==> config.mk <==
export PLATFORM = sky130hd
export DESIGN_NAME = fc_event_feeder
export DESIGN_NICKNAME = d
export VERILOG_FILES = /design/src/rtl/fc_event_feeder.sv
export SDC_FILE = /design/constraint.sdc
export NUM_CORES = 1
export LEC_CHECK = 0
export BUFFER_PORTS_ARGS = -buffer_cell sky130_fd_sc_hd__buf_4
export CAP_MARGIN = 15
export CORE_MARGIN = 5
export CORE_UTILIZATION = 57
export CTS_CLUSTER_DIAMETER = 80
export CTS_CLUSTER_SIZE = 16
export DETAILED_ROUTE_END_ITERATION = 8
export PLACE_DENSITY = 0.86
export SYNTH_ARGS = -nofsm -noshare
export SYNTH_HDL_FRONTEND = slang
export SYNTH_SLANG_ARGS = --single-unit
==> constraint.sdc <==
create_clock -name clk_i -period 10.7 [get_ports clk_i]
set_input_delay 1.07 -clock clk_i [delete_from_list [all_inputs] [get_ports clk_i]]
set_output_delay 1.07 -clock clk_i [all_outputs]
set_load 0.02 [all_outputs]
==> src/rtl/fc_event_feeder.sv <==
// fc_event_feeder: per-source pending flags serialized as event IDs
// to the FC event FIFO with round-robin arbitration and drop counting.
module fc_event_feeder #(
    parameter int NB_EVENTS      = 32,
    parameter int EVENT_ID_WIDTH = 8,
    parameter int ID_OFFSET      = 0
) (
    input  logic                      clk_i,
    input  logic                      rst_i,
    input  logic [NB_EVENTS-1:0]      events_i,
    input  logic                      enable_i,
    output logic                      event_fifo_valid_o,
    input  logic                      event_fifo_fulln_i,
    output logic [EVENT_ID_WIDTH-1:0] event_fifo_data_o,
    output logic [NB_EVENTS-1:0]      pending_o,
    output logic                      overflow_o,
    output logic [15:0]               drop_count_o,
    input  logic                      drop_clr_i
);
    localparam int PW = (NB_EVENTS > 1) ? $clog2(NB_EVENTS) : 1;
    localparam int CW = $clog2(NB_EVENTS + 1);

    typedef enum logic {IDLE, VALID} state_t;

    state_t                  state;
    logic [NB_EVENTS-1:0]    pending;
    logic [NB_EVENTS-1:0]    sel_mask;
    logic [NB_EVENTS-1:0]    drop;
    logic [PW-1:0]           ptr;
    logic [PW-1:0]           win;
    logic [PW-1:0]           ptr_next;
    logic [EVENT_ID_WIDTH-1:0] data;
    logic                    found;
    logic                    transfer;
    logic                    load_slot;
    logic                    grant;
    logic                    overflow;
    logic [15:0]             drop_count;
    logic [CW-1:0]           drop_num;
    logic [16:0]             drop_sum;
    int                      idx;

    assign transfer  = (state == VALID) && event_fifo_fulln_i;
    assign load_slot = (state == IDLE) || transfer;
    assign grant     = enable_i && load_slot && found;

    // Scan from the pointer upward, wrapping without needing a power of two.
    always_comb begin
        found = 1'b0;
        win   = '0;
        idx   = 0;
        for (int k = 0; k < NB_EVENTS; k++) begin
            idx = int'(ptr) + k;
            if (idx >= NB_EVENTS) idx = idx - NB_EVENTS;
            if (!found && pending[PW'(idx)]) begin
                found = 1'b1;
                win   = PW'(idx);
            end
        end
    end

    assign sel_mask = grant ? (NB_EVENTS'(1) << win) : '0;
    assign drop     = events_i & pending & ~sel_mask;
    assign ptr_next = (int'(win) == NB_EVENTS - 1) ? '0 : win + 1'b1;

    always_comb begin
        drop_num = '0;
        for (int i = 0; i < NB_EVENTS; i++) begin
            drop_num = drop_num + CW'(drop[i]);
        end
    end

    assign drop_sum = (drop_clr_i ? 17'd0 : {1'b0, drop_count}) + 17'(drop_num);

    always_ff @(posedge clk_i or posedge rst_i) begin
        if (rst_i) begin
            state      <= IDLE;
            data       <= '0;
            ptr        <= '0;
            pending    <= '0;
            overflow   <= 1'b0;
            drop_count <= '0;
        end else begin
            pending    <= (pending & ~sel_mask) | events_i;
            overflow   <= |drop;
            drop_count <= drop_sum[16] ? 16'hFFFF : drop_sum[15:0];
            unique case (state)
                IDLE: begin
                    if (grant) begin
                        state <= VALID;
                        data  <= EVENT_ID_WIDTH'(ID_OFFSET + int'(win));
                        ptr   <= ptr_next;
                    end
                end
                VALID: begin
                    if (grant) begin
                        data <= EVENT_ID_WIDTH'(ID_OFFSET + int'(win));
                        ptr  <= ptr_next;
                    end else if (transfer) begin
                        state <= IDLE;
                    end
                end
                default: state <= IDLE;
            endcase
        end
    end

    assign event_fifo_valid_o = (state == VALID);
    assign event_fifo_data_o  = data;
    assign pending_o          = pending;
    assign overflow_o         = overflow;
    assign drop_count_o       = drop_count;
endmodule
==> results by group <==
Power and ir drop
  – Leakage power: about 5.7 nW
  – Worst VDD drop: 1014 uV
  – Power, Total: 5.107 mW
  – Cell Pwr Density: roughly 360 nW/um^2

Critical path
  – Crit path arrival time: 10.68 ns
  – Critical path's most frequent cell: fa_1
  – Setup CP Type: reg2reg
  – Max incr delay on CP: 0.58 ns
  – Setup crit end kind: flip-flop
  – Max stage delay cell, worst path: fa_1
  – Worst Setup Start Kind: flip-flop
  – CP Max Fanout: 12
  – Worst EP required: 10.92 ns

Clocking
  – H-Tree Depth: 3
  – Clk_lat worst skew: 0.34 ns
  – CTS Buffer Depth: 2
  – Number of buffers created by CTS: 9
  – Clk pin slew, worst setup/hold paths: 0.07 ns
  – CTS sink count: 60
  – Clock root buffer: clkbuf_16
  – Hold_buf cts: 0
  – CTS tree: done

Routing
  – Vias: 12990
  – Drt total wl: 51140 um
  – DRT Pass-1 Iters: 6
  – Via density: 7.344
  – Antenna Nets Post-Route: 0
  – Drc violations: 0
  – DR WL/cell: just under 30 um
  – Iteration-0 DRC Markers: around 2200

Final layout
  – Post-layout util: between 70% and 80%
  – Nets: 1592
  – Syn-to-layout area delta: 24.19%
  – Layout cells sized above 1: 34.31%
  – N_diodes: 0
  – Finished Layout Cells: 1769

Global routing
  – Largest net degree at the start of global routing: between 60 and 70
  – Remaining global-route overflow: 0
  – GRT Util Overall: a little over two fifths
  – Vias in the first global route: 12240
  – Initial antenna violation count: 1
  – First-pass GRT wire length: 74240 um

Yosys
  – Post-synth top area share: 13.30%
  – Synthesized flop and latch total: 60
  – Count leader, synth: nand2_1
  – Netlist cell types: 109
  – Mapped Cells: 1309
  – Post-synth top flop: dfrtp_1
  – Avg Cell Area, Syn: roughly 8.6 sq um
  – Main area contributors after synthesis: dfrtp_1 (13%), mux4_2 (12%), mux2i_1 (8.5%), fa_1 (4.6%), nand2_1 (4.6%)
  – Netlist Area Pre-Place: 11290 sq um
  – Register area share after synthesis: 13.30%
  – Synth warnings: 0
  – Synth area leader: dfrtp_1
  – Post-synth EDFFs: 0
  – Post-synth top cells: nand2_1 (138), mux2i_1 (96), nor2_1 (78)
  – Ys async rst share: 100.0%

Place
  – Port Buffers: between 90 and 100
  – Setup WS pre-CTS: -0.1852 ns
  – Post-DP HPWL: about 38000 um
  – Inst Count DP: 1721
  – Final Wtd Congestion: approximately 1.1

Floorplanning
  – Vert. Die Dim: 150.7 um
  – Die Wd: between 150 and 200 um
  – Die footprint: 22710 sq um
  – Starting Density: 57.99%
  – Placement Rows: slightly above 50
  – IO Pins: 95
  – Placeable Area: 19460 sq um

Timing
  – FMAX: 0.09559 GHz
  – Final Hold Viols: 0
  – Fin crit period: 10.46 ns
  – Setup Skew: 0.01466 ns
  – Slew Limit Headroom: between 40% and 50%
  – Final Max Tran Viols: 0
  – PnR worst setup slack: 0.2391 ns
  – Tcrit/Tclk final: between 90 and 100%
  – Setup Viol. Count Final: 0
  – TNS Setup: 0 ns
  – Worst-Margin Slew: 0.8461 ns

Run
  – Maxcap violations: 0

Outcome
  – Status: finished clean

Hold path
  – Hold Crit Class: reg2reg
-- final cells by class --
cell class,count,area (sq um)
Multi-Input combinational cell,1092,9415
Fill cell,1481,5446
Timing Repair Buffer,276,2246
Sequential cell,60,1509
Tap cell,265,331.6
Inverter,60,231.5
Clock buffer,9,225.2
Clock inverter,7,57.56
-- cell usage in the layout, fill, tap and decap left out, types with 9 or more instances in the layout --
| master | n |
|---|---|
| nor4_1 | 12 |
| mux2_1 | 9 |
| mux2_2 | 41 |
| clkbuf_16 | 12 |
| nor2_1 | 76 |
| and2_1 | 10 |
| a21oi_1 | 33 |
| nand2_1 | 137 |
| and3_1 | 10 |
| nor3_1 | 27 |
| fa_1 | 23 |
| nand2b_1 | 16 |
| inv_1 | 52 |
| xnor2_1 | 29 |
| o21a_1 | 9 |
| nand3_1 | 43 |
| ha_1 | 26 |
| mux2i_2 | 9 |
| o21ai_0 | 59 |
| a21o_1 | 31 |
| dfrtp_1 | 58 |
| or3_1 | 14 |
| nor2b_1 | 18 |
| a31oi_1 | 20 |
| mux4_2 | 60 |
| mux2i_1 | 87 |
| buf_4 | 260 |
| o211ai_1 | 19 |
-- flip-flops by register name (all words and copies together), names as in the netlist --
signal and cells:
pending_o 32, ptr 5, event_fifo_data_o 5, event_fifo_valid_o 1, drop_count_o 16, overflow_o 1
-- power breakdown --
| part | switching, mW | internal (mW) | total [mW] | leakage, nW |
|---|---|---|---|---|
| logic | 2.59 | 1.89 | 4.48 | 4.95 |
| registers | 0.0626 | 0.288 | 0.350 | 0.641 |
| clock network | 0.118 | 0.160 | 0.278 | 0.135 |
-- final timing paths --
check                                startpoint                   end  slack [ns]  depth (start not counted)
min in group asynchronous                 rst_i      drop_count_o[15]        0.95                          3
hold reg to reg            event_fifo_data_o[4]  event_fifo_data_o[4]        0.48                          1
hold / removal             event_fifo_data_o[4]  event_fifo_data_o[4]        0.48                          1
setup reg to reg                         ptr[1]      drop_count_o[10]        0.24                         39
setup / recovery                         ptr[1]      drop_count_o[10]        0.24                         39
max in group asynchronous                 rst_i                ptr[3]        9.13                          3
-- per-stage QoR --
| step | hold WS (ns) | instance area (sq um) |
|---|---|---|
| 5_1_grt | 0.5225 | 14020 |
| 6_report | 0.4827 | 14020 |
| 3_5_place_dp | 0.4707 | 13020 |
| 3_3_place_gp | 0.4674 | 13020 |
| 2_1_floorplan | 0.5899 | 11310 |
| 4_1_cts | 0.4869 | 13410 |
-- cells by family after synthesis --
logic type	Yosys count	share of synthesized area, %
AND/OR/NAND/NOR	441	20.42
AO/OA/AOI/OAI	336	21.49
multiplexers	213	26.63
buffers and inverters	159	6.785
flip-flops	60	13.30
adder cells (fa/ha/maj)	56	7.938
XOR/XNOR	43	3.404
other	1	0.03323
-- metal layers --
metal	global-route usage (%)	vias up	part of all wire, %
met5	0	-	0.029
met3	12.10	370	15
met4	26.65	2	9.2
met2	66.45	1187	42
li1	-	5348	-
met1	54.07	6085	34
-- timing repair --
item                                    CTS  global route
pin swaps                                 4            14
setup buffers                             6            23
endpoints found under the setup margin   16            16
gates cloned                              0             3
resized for setup                        13            72
-- worst max-delay path: cells and delay by family (launching register included) --
kind                       cells  cell delay [ns]
buffers and inverters          9             1.34
adders and majority gates      9             4.15
muxes                          2             1.06
and+or+nand+nor               10             1.65
AOI/OAI and AO/OA              8             1.40
DFF                            1             0.51
xor gates and xnor gates       1             0.23
No activity file was read; power rests on OpenSTA's default activity.
